File: config.mk
export PLATFORM = sky130hd
export DESIGN_NAME = block_plotter
export DESIGN_NICKNAME = d
export VERILOG_FILES = /design/src/rtl/block_plotter.sv
export SDC_FILE = /design/constraint.sdc
export NUM_CORES = 1
export LEC_CHECK = 0
export CAP_MARGIN = 40
export CELL_PAD_IN_SITES_DETAIL_PLACEMENT = 2
export CELL_PAD_IN_SITES_GLOBAL_PLACEMENT = 2
export CORE_ASPECT_RATIO = 1.75
export CORE_UTILIZATION = 40
export CTS_BUF_LIST = sky130_fd_sc_hd__clkbuf_8
export CTS_CLUSTER_SIZE = 28
export DETAILED_ROUTE_END_ITERATION = 8
export DONT_BUFFER_PORTS = 1
export MAX_ROUTING_LAYER = met4
export PLACE_DENSITY = 0.9
export SLEW_MARGIN = 15
export SYNTH_ARGS = -nofsm -noshare
export SYNTH_HDL_FRONTEND = slang
export SYNTH_SLANG_ARGS = --single-unit
File: constraint.sdc
create_clock -name clk -period 3.15 [get_ports clk]
set_clock_uncertainty 0.2 [all_clocks]
set_input_delay 0.4725 -clock clk [delete_from_list [all_inputs] [get_ports clk]]
set_output_delay 0.4725 -clock clk [all_outputs]
set_load 0.005 [all_outputs]
File: src/rtl/block_plotter.sv
`timescale 1ns/1ps
`default_nettype none
// ============================================================================
// Module   : block_plotter
// Purpose  : Scans a BLOCK_W x BLOCK_H rectangle of pixels row-major from a
//            latched top-left origin and presents one pixel per cycle to a
//            VGA adapter, in either the request colour or the erase colour.
// Ports    : clk                 - sole clock, rising edge
//            resetn              - synchronous, active-high reset
//            count_x_enable      - plot request, held for whole plot/erase
//            colour_erase_enable - 1 = erase colour, 0 = colour_in
//            x_in / y_in         - block origin (top-left)
//            colour_in           - block draw colour
//            x_out / y_out       - current pixel coordinate (registered)
//            colour_out          - current pixel colour (registered)
//            plot_valid          - high on cycles presenting a new pixel
//            done_plot           - block complete; held until request drops
// Revision : 1.0 - initial release
// ============================================================================
module block_plotter #(
    parameter int         BLOCK_W      = 20,
    parameter int         BLOCK_H      = 4,
    parameter logic [2:0] ERASE_COLOUR = 3'b000
) (
    input  logic       clk,
    input  logic       resetn,
    input  logic       count_x_enable,
    input  logic       colour_erase_enable,
    input  logic [7:0] x_in,
    input  logic [6:0] y_in,
    input  logic [2:0] colour_in,
    output logic [7:0] x_out,
    output logic [6:0] y_out,
    output logic [2:0] colour_out,
    output logic       plot_valid,
    output logic       done_plot
);

    localparam logic [1:0] c_IDLE = 2'd0;
    localparam logic [1:0] c_DRAW = 2'd1;
    localparam logic [1:0] c_DONE = 2'd2;

    localparam logic [7:0] c_LAST_X = 8'(BLOCK_W - 1);
    localparam logic [6:0] c_LAST_Y = 7'(BLOCK_H - 1);

    logic [1:0] r_state;
    logic [1:0] w_state_nxt;

    logic [7:0] r_x_base;
    logic [6:0] r_y_base;
    logic [2:0] r_colour;
    logic [7:0] r_cx;
    logic [6:0] r_cy;

    logic [7:0] r_x_out;
    logic [6:0] r_y_out;
    logic [2:0] r_colour_out;
    logic       r_plot_valid;
    logic       r_done_plot;

    logic [7:0] w_x_nxt;
    logic [6:0] w_y_nxt;
    logic [2:0] w_colour_nxt;
    logic       w_plot_valid_nxt;
    logic       w_done_plot_nxt;

    logic       w_last_pixel;

    assign w_last_pixel = (r_cx == c_LAST_X) && (r_cy == c_LAST_Y);

    // State register
    always_ff @(posedge clk) begin
        if (resetn) begin
            r_state <= c_IDLE;
        end else begin
            r_state <= w_state_nxt;
        end
    end

    // Next-state logic; dropping the request always returns to IDLE
    always_comb begin
        w_state_nxt = r_state;
        case (r_state)
            c_IDLE: begin
                if (count_x_enable) w_state_nxt = c_DRAW;
            end
            c_DRAW: begin
                if (!count_x_enable)   w_state_nxt = c_IDLE;
                else if (w_last_pixel) w_state_nxt = c_DONE;
            end
            c_DONE: begin
                if (!count_x_enable) w_state_nxt = c_IDLE;
            end
            default: w_state_nxt = c_IDLE;
        endcase
    end

    // Output logic: next values of the registered outputs. Coordinates hold
    // outside DRAW so the adapter keeps seeing the last pixel.
    always_comb begin
        w_x_nxt          = r_x_out;
        w_y_nxt          = r_y_out;
        w_colour_nxt     = r_colour_out;
        w_plot_valid_nxt = 1'b0;
        w_done_plot_nxt  = 1'b0;
        case (r_state)
            c_DRAW: begin
                if (count_x_enable) begin
                    // 8/7-bit sums wrap naturally at the screen edge
                    w_x_nxt          = r_x_base + r_cx;
                    w_y_nxt          = r_y_base + r_cy;
                    w_colour_nxt     = r_colour;
                    w_plot_valid_nxt = 1'b1;
                end
            end
            c_DONE: begin
                w_done_plot_nxt = count_x_enable;
            end
            default: ;
        endcase
    end

    // Datapath: origin/colour latch, row-major scan counters, output registers
    always_ff @(posedge clk) begin
        if (resetn) begin
            r_x_base     <= 8'd0;
            r_y_base     <= 7'd0;
            r_colour     <= 3'd0;
            r_cx         <= 8'd0;
            r_cy         <= 7'd0;
            r_x_out      <= 8'd0;
            r_y_out      <= 7'd0;
            r_colour_out <= 3'd0;
            r_plot_valid <= 1'b0;
            r_done_plot  <= 1'b0;
        end else begin
            r_x_out      <= w_x_nxt;
            r_y_out      <= w_y_nxt;
            r_colour_out <= w_colour_nxt;
            r_plot_valid <= w_plot_valid_nxt;
            r_done_plot  <= w_done_plot_nxt;
            case (r_state)
                c_IDLE: begin
                    if (count_x_enable) begin
                        r_x_base <= x_in;
                        r_y_base <= y_in;
                        r_colour <= colour_erase_enable ? ERASE_COLOUR : colour_in;
                        r_cx     <= 8'd0;
                        r_cy     <= 7'd0;
                    end
                end
                c_DRAW: begin
                    if (count_x_enable) begin
                        if (r_cx == c_LAST_X) begin
                            r_cx <= 8'd0;
                            r_cy <= r_cy + 7'd1;
                        end else begin
                            r_cx <= r_cx + 8'd1;
                        end
                    end
                end
                default: ;
            endcase
        end
    end

    assign x_out      = r_x_out;
    assign y_out      = r_y_out;
    assign colour_out = r_colour_out;
    assign plot_valid = r_plot_valid;
    assign done_plot  = r_done_plot;

endmodule
`default_nettype wire

==> results summary, run 1 <==
The run finished with clean final reports. The cell family contributing the most delay on the critical path is compound AO/OA/AOI/OAI gates. The data required time at the worst endpoint is between 3 and 4 ns. The share of power burned in the clock network came out at around a third. The horizontal die dimension is approximately 63 um. The floorplan has 38 rows. The cell type with the highest aggregate area in the netlist is sky130_fd_sc_hd__dfxtp_1.

The antenna diode instance count is 0. The shortest clock period the worst path allows after layout came out at 2.36 ns. The number of buffer cells added on primary ports is 0. In this run the biggest area consumer among cell types represents a little over two fifths of the synthesized area.

The cell at the slowest stage of the critical path is sky130_fd_sc_hd__a211oi_1. Global routing consumed, over all layers together, 25.0% of the routing resources. The accumulated negative setup slack is 0 ns. The count of endpoints failing hold in the final timing report came to 0.

The synthesized instance count came out at between 300 and 400. The cell area after synthesis is 0.00263 mm^2. The largest fanout on the critical path came out at 5. The share of synthesized flip-flops with an asynchronous set or reset is 0%. The leakage power of the design came out at between 0.001 and 0.0015 uW.

The setup slack after layout is between 0.7 and 0.8 ns. Detailed placement ended at an HPWL of approximately 5500 um. The power share of the sequential group came out at 59.0%. The final setup violation count came out at 0. The clock slew at the register clock pins of the worst setup and hold paths is 0.10 ns. The TritonCTS buffer count came out at 5. The total power density per cell area is around 440 mW/mm^2. The critical path goes through ha_1 -> inv_1 -> fa_1 -> nor2b_1 -> o21ai_0 -> a211oi_1 -> a21oi_1 -> nor2_1.

Entering global routing, the biggest net connects 31 pins. The Yosys step of the flow raised 0 warnings. The number of enable-type register cells in the synthesized netlist came out at 0.

Counting the fill cells in the layout gives about 730. The type of the most critical hold path is in2reg. The average cell area after synthesis is between 8 and 9 um^2. The worst pin sits at a relative slew slack of ~43%. Setup repair after global routing left no endpoint under its margin.

The total die area is around 0.007 mm^2. The number of nets produced by synthesis is 355. The final route contains 2265 vias. The placer's final routability congestion estimate is roughly 0.8. The wire length of the first global-routing pass is roughly 13000 um. The relative area change from synthesis to final layout is 6.75%. Dividing the detail-routed via count by the number of cells gives roughly 5.7.

The net switching share of the total power is 25.6%. STA classifies the critical path endpoint as a flop. The max-slew violation count is 0. The internal power came out at ~900 uW. The average detailed-routed wire length per instance is around 20 um. Clock tree synthesis selected as its root buffer the cell sky130_fd_sc_hd__clkbuf_8.

The aggregate global routing overflow came out at 0. The cell total after placement came out at 386. The total routed wirelength is between 7000 and 8000 um. The kind of critical path is reg2reg. The clock latency reported for the late side of the worst-skew pair is 0.32 ns. The vertical die dimension is 109 um. The initial core utilization came out at 42.0%. The number of sinks on the clock net came out at 55. The final layout contains approximately 350 nets. Based on the critical path, the design can be clocked at up to between 400 and 500 MHz.

The number of antenna violations at the first check in global routing came out at 0. The first-pass iteration count of the detailed router is 4. The number of buffers between clock root and the deepest sink is 2. The library cells used most frequently in the layout, excluding fill and tap cells, are 55 x sky130_fd_sc_hd__nand2_1, 55 x sky130_fd_sc_hd__dfxtp_1, 35 x sky130_fd_sc_hd__a21oi_1, 27 x sky130_fd_sc_hd__nor2_1, 15 x sky130_fd_sc_hd__ha_1. 42 I/O pins were placed.

The layout cell share with drive strength beyond 1 is under 10%. The combinational share of power came out at 7.8%. The count of nets left with antenna violations once routing finished came out at 0. The number of global-route vias before repair came out at 2539. The worst stage delay on the critical path came out at 0.45 ns. Data on the critical path arrives at its endpoint at 2.43 ns. The flip-flop and latch count after synthesis is 55.

The TritonCTS clock tree is yes. The total buffers and inverters traversed by the critical path is 1. The sequential share of the synthesized area came out at between 40% and 50%. The final design utilization is between 40% and 50%.

VDD sags by at most between 0.0003 and 0.0004 V. The net switching power came out at around 320 uW. The transition time of the tightest slew-check pin is around 0.86 ns. The detailed router's first-iteration violation count is 64.

The placeable core region came out at 0.00628 mm^2. The worst setup path is launched from a flop. By area the synthesized netlist is led by sky130_fd_sc_hd__dfxtp_1 42%, sky130_fd_sc_hd__nand2_1 7.8%, sky130_fd_sc_hd__ha_1 7.1%, sky130_fd_sc_hd__a21oi_1 6.7%, sky130_fd_sc_hd__xnor2_1 4.0%.

The tightest hold margin is 0.0109 ns. The post-placement worst setup slack came out at between 0.9 and 1 ns. The number of remaining DRC errors came out at 0. The setup fix buffers added after clock tree synthesis is 0. The share of the cycle needed by the critical path after routing is 75.0%. Across the run, the number of max-cap violations was 0. The number of distinct library cells after synthesis is 46. The number of H-tree branching levels came out at 2.

Among all flip-flop cells after synthesis, the most frequent one is sky130_fd_sc_hd__dfxtp_1. Excluding fillers, the count of instances in the completed layout stands at between 300 and 400.
## power groups by stage
stage / Sequential, uW / Clock [uW] / Combinational [uW]
final: 729 / 410 / 97.0
after global placement: 745 / 0 / 83.8
after CTS: 730 / 425 / 94.9
after global routing: 732 / 441 / 107
after floorplan: 740 / 0 / 71.7
after detailed placement: 746 / 0 / 88.5
## final timing paths
check                                              start                          to  slack (ns)  cells after the start
worst max register to register      r_cy[0]$_SDFFE_PP0P_       y_out[4]$_SDFFE_PP0P_        0.79                      8
worst min register to register  r_colour[2]$_SDFFE_PP0P_    r_colour[2]$_SDFFE_PP0P_        0.26                      2
worst min-delay path                              resetn  colour_out[0]$_SDFFE_PP0P_        0.01                      1
worst max-delay path                r_cy[0]$_SDFFE_PP0P_       y_out[4]$_SDFFE_PP0P_        0.79                      8
## area by class of cell
| class | count | area, um^2 | share of cell area (%) |
|---|---|---|---|
| clock buffers | 6 | 82.6 | 2.94 |
| inverters | 9 | 33.8 | 1.20 |
| repair buffers | 6 | 50.0 | 1.78 |
| multi-input cells | 238 | 1440 | 51.2 |
| clock inverters | 1 | 5.00 | 0.178 |
| well taps | 80 | 100 | 3.56 |
| flip-flops and latches | 55 | 1100 | 39.2 |
## cells by family (layout without fill, tap and decap cells)
group | Yosys count | after routing | share of synthesized area [%]
simple gates | 137 | 137 | 25.0
buf+inv | 23 | 22 | 3.56
fa+ha+maj | 17 | 17 | 8.65
flops | 55 | 55 | 41.8
compound gates | 66 | 66 | 14.9
xor+xnor | 16 | 16 | 5.32
mux | 2 | 2 | 0.760
## registers in the layout, indices dropped and copies added (netlist names), 3 cells and up
signal / count
y_out: 7
x_out: 8
r_x_base: 8
r_cy: 7
r_cx: 8
r_y_base: 7
r_colour: 3
colour_out: 3
## stage by stage
stage	area [um^2]	power [uW]
2_1_floorplan	2630	812
3_3_place_gp	2700	829
3_5_place_dp	2700	834
4_1_cts	2800	1250
5_1_grt	2810	1280
6_report	2810	1240
## cell usage after synthesis, drive strengths merged, types with 2 or more instances
cell	instances
mux2i	2
o21ai	9
nor3	11
nor2	28
dfxtp	55
and4	3
and3	4
xor2	4
clkbuf	6
o22ai	2
buf	8
a211oi	7
xnor2	12
nand3	10
nand2b	4
nand2	55
fa	2
nor4	2
a21oi	35
nand3b	4
a21o	2
ha	15
nor2b	5
inv	8
nor4b	4
a31oi	3
## metal layers
metal  vias up  global-route usage (%)  part of all wire (%)
met5         -                       -                     0
met4         0                    12.5                   3.0
met3        13                    5.29                   2.8
met2        40                    48.3                    57
met1      1126                    22.5                    37
li1       1086                       -                     -
## repair_timing
action,CTS,global route
endpoints found under the hold margin,19,6
hold buffers,1,1
gates resized for setup,0,0
Note: power is estimated with default switching activity, not from simulation.
==> run 2, diff against run 1 <==
--- a/config.mk
+++ b/config.mk
@@ -9,13 +9,13 @@
 export CELL_PAD_IN_SITES_DETAIL_PLACEMENT = 2
 export CELL_PAD_IN_SITES_GLOBAL_PLACEMENT = 2
 export CORE_ASPECT_RATIO = 1.75
-export CORE_UTILIZATION = 40
+export CORE_UTILIZATION = 35
 export CTS_BUF_LIST = sky130_fd_sc_hd__clkbuf_8
 export CTS_CLUSTER_SIZE = 28
 export DETAILED_ROUTE_END_ITERATION = 8
 export DONT_BUFFER_PORTS = 1
 export MAX_ROUTING_LAYER = met4
-export PLACE_DENSITY = 0.9
+export PLACE_DENSITY = 0.84
 export SLEW_MARGIN = 15
 export SYNTH_ARGS = -nofsm -noshare
 export SYNTH_HDL_FRONTEND = slang
==> constraint.sdc (replaced) <==
create_clock -name clk -period 2.1 [get_ports clk]
set_clock_uncertainty 0.2 [all_clocks]
set_input_delay 0.315 -clock clk [delete_from_list [all_inputs] [get_ports clk]]
set_output_delay 0.315 -clock clk [all_outputs]
set_load 0.005 [all_outputs]
==> run 2 against run 1 <==
Effect of this change: via count grew 10%; largest power group unchanged; sequential cell count did not move; first-iteration DRC count fell by 20%; worst setup slack worse by 0.75 ns; largest cell class unchanged.
==> results summary, run 2 (synthesis gave the netlist of run 1 again) <==
The number of global-route vias before repair came out at 2856 (+12%). The global router's overall resource usage came out at 27.1% (+2.1 points). The length of routed met2 wiring came to 5630 um (+26%). The worst setup path is captured at a flop. The initial core utilization came to 36.4% (-5.6 points).

The number of antenna violations at the first check in global routing is 0 (unchanged). The leakage power of the design came out at 0.00120 uW (+16%). The placer's final routability congestion estimate came out at 0.783 (about the same). The total I/O pin count is 42 (unchanged).

The wire length of the first global-routing pass is 14800 um (+18%). The final setup violation count was 0 (unchanged). The post-placement worst setup slack is -0.112 ns (-1.06 ns). The detailed router's first-iteration violation count came out at 51 (-20%).

The shortest clock period the worst path allows after layout is 2.06 ns (-0.302 ns). The setup slack after layout is 0.0383 ns (-0.748 ns). The met3 wire length came out at 309 um (+41%). The average detailed-routed wire length per instance is 22.4 um (+13%). The clock slew at the register clock pins of the worst setup and hold paths is 0.11 ns (about the same).

The routed length on met1 was 3320 um (+15%). The total routed wirelength came out at 9640 um (+23%). The run finished with clean final reports.

The total die area came out at 0.00789 mm^2 (+14%). The data required time at the worst endpoint is 2.14 ns (-1.07 ns). The total number of nets in the final design was 382 (+7.9%). The library cells used most frequently in the layout, excluding fill and tap cells, are 55 x sky130_fd_sc_hd__nand2_1, 51 x sky130_fd_sc_hd__dfxtp_1, 34 x sky130_fd_sc_hd__a21oi_1, 26 x sky130_fd_sc_hd__nor2_1, 20 x sky130_fd_sc_hd__dlygate4sd3_1. The top layer reached by signal wires is met4. The tightest hold margin is 0.0636 ns (+0.0526 ns). The kind of launch point of the worst setup path is a flop. The relative area change from synthesis to final layout is 21.7%.

The critical path is of the reg2reg type. The share of the cycle needed by the critical path after routing came out at 98.2% (+23 points). The count of endpoints failing hold in the final timing report came to 0 (unchanged). The max-slew violation count was 0 (unchanged).

The number of H-tree branching levels came out at 2 (unchanged). The total power density per cell area was 644 mW/mm^2 (+47%). The placement row count came out at 41 (+7.9%). The layout cell share with drive strength beyond 1 is 12.5% (+7.4 points). The placeable core region is 0.00723 mm^2 (+15%). Leaving out fill and tap cells, the most frequent cell in the layout is sky130_fd_sc_hd__nand2_1. The number of sinks on the clock net came out at 55 (unchanged). The number of maximum-capacitance constraint violations was 0 (unchanged).

The library cell used as clock root buffer is sky130_fd_sc_hd__clkbuf_8. The transition time of the tightest slew-check pin is 0.566 ns (-0.290 ns). The largest fanout on the critical path came out at 3 (-2). The maximum achievable frequency was 485 MHz (+15%). The number of remaining DRC errors was 0 (unchanged). The first-pass iteration count of the detailed router is 4 (unchanged). The antenna diode instance count came out at 0 (unchanged). The relative slew slack is 62.3% (+20 points). The aggregate global routing overflow was 0 (unchanged). The residual antenna-violating net count after detailed routing came to 0 (unchanged). The placed wire-length estimate is 5830 um (+5.7%). The clock latency reported for the late side of the worst-skew pair is 0.34 ns (+0.02 ns). The routed via count divided by cell count came out at 5.80 (+1.2%).

The maximum vdd ir drop was 0.000375 V (+7.4%). The number of buffer cells added on primary ports is 0 (unchanged). The type of the most critical hold path is in2reg. The cell total after placement came to 400 (+3.6%).

The final instance count without filler cells is 430 (+8.9%). The TritonCTS buffer count is 5 (unchanged). The total number of vias is 2496 (+10%).

The largest net degree at the start of global routing came out at 42 (+35%). The horizontal die dimension is 67.6 um (+6.7%). The number of buffers between clock root and the deepest sink came out at 2 (unchanged). The vertical die dimension is 117 um (+6.8%). The TritonCTS clock tree is yes. The worst endpoint data arrival time came to 2.10 ns (-0.33 ns).
## run 2: worst max-delay path: stages (launching register included)
cell                      delay [ns]
sky130_fd_sc_hd__dfxtp_1        0.38
sky130_fd_sc_hd__ha_2           0.20
sky130_fd_sc_hd__inv_1          0.06
sky130_fd_sc_hd__fa_2           0.37
sky130_fd_sc_hd__nor2b_2        0.18
sky130_fd_sc_hd__o21ai_2        0.09
sky130_fd_sc_hd__a21oi_1        0.18
sky130_fd_sc_hd__mux2i_1        0.23
sky130_fd_sc_hd__nand2_1        0.07
## run 2: cell type report
| cell class | instances | area, um^2 |
|---|---|---|
| clock buffers | 6 | 82.6 |
| clock inverters | 2 | 35.0 |
| fillers | 786 | 4030 |
| inverters | 9 | 33.8 |
| multi-input cells | 238 | 1510 |
| flip-flops and latches | 55 | 1110 |
| well taps | 86 | 108 |
| repair buffers | 34 | 330 |
## run 2: where the power goes
group / switching (uW) / internal [uW] / total (uW)
clock network: 378 / 387 / 765
registers: 24.7 / 1070 / 1100
logic: 121 / 84.3 / 205
## run 2: repair_timing
action | in CTS | in global routing
hold endpoints to repair | 42 | 0
hold buffers | 21 | 0
pin swaps | 1 | 3
gates cloned | 0 | 0
setup endpoints to repair | 4 | 15
gates resized for setup | 5 | 16
buffers inserted | 0 | 1
## run 2: final timing paths
| path | depth (start not counted) | startpoint | to | slack [ns] |
|---|---|---|---|---|
| worst max register to register | 8 | r_x_base[0]$_SDFFE_PP0P_ | x_out[6]$_SDFFE_PP0P_ | 0.04 |
| worst min register to register | 2 | r_x_base[5]$_SDFFE_PP0P_ | r_x_base[5]$_SDFFE_PP0P_ | 0.28 |
| worst max-delay path | 8 | r_x_base[0]$_SDFFE_PP0P_ | x_out[6]$_SDFFE_PP0P_ | 0.04 |
| worst min-delay path | 3 | resetn | x_out[5]$_SDFFE_PP0P_ | 0.06 |
## run 2: stage by stage
stage / total power, uW / setup TNS, ns / utilization [%] / area, um^2
finish: 2070 / 0 / 44.3 / 3210
global route: 2150 / -0.0610 / 44.3 / 3210
CTS: 2070 / 0 / 43.3 / 3130
detailed placement: 1260 / -0.140 / 38.5 / 2780
global placement: 1250 / 0 / 38.5 / 2780
floorplan: 1220 / 0 / - / 2630
## run 2: per-layer routing
| layer | vias to the layer above | global-route usage, % |
|---|---|---|
| met2 | 56 | 51.4 |
| met3 | 30 | 5.76 |
| met5 | - | - |
| li1 | 1148 | - |
| met1 | 1262 | 23.3 |
| met4 | 0 | 14.9 |
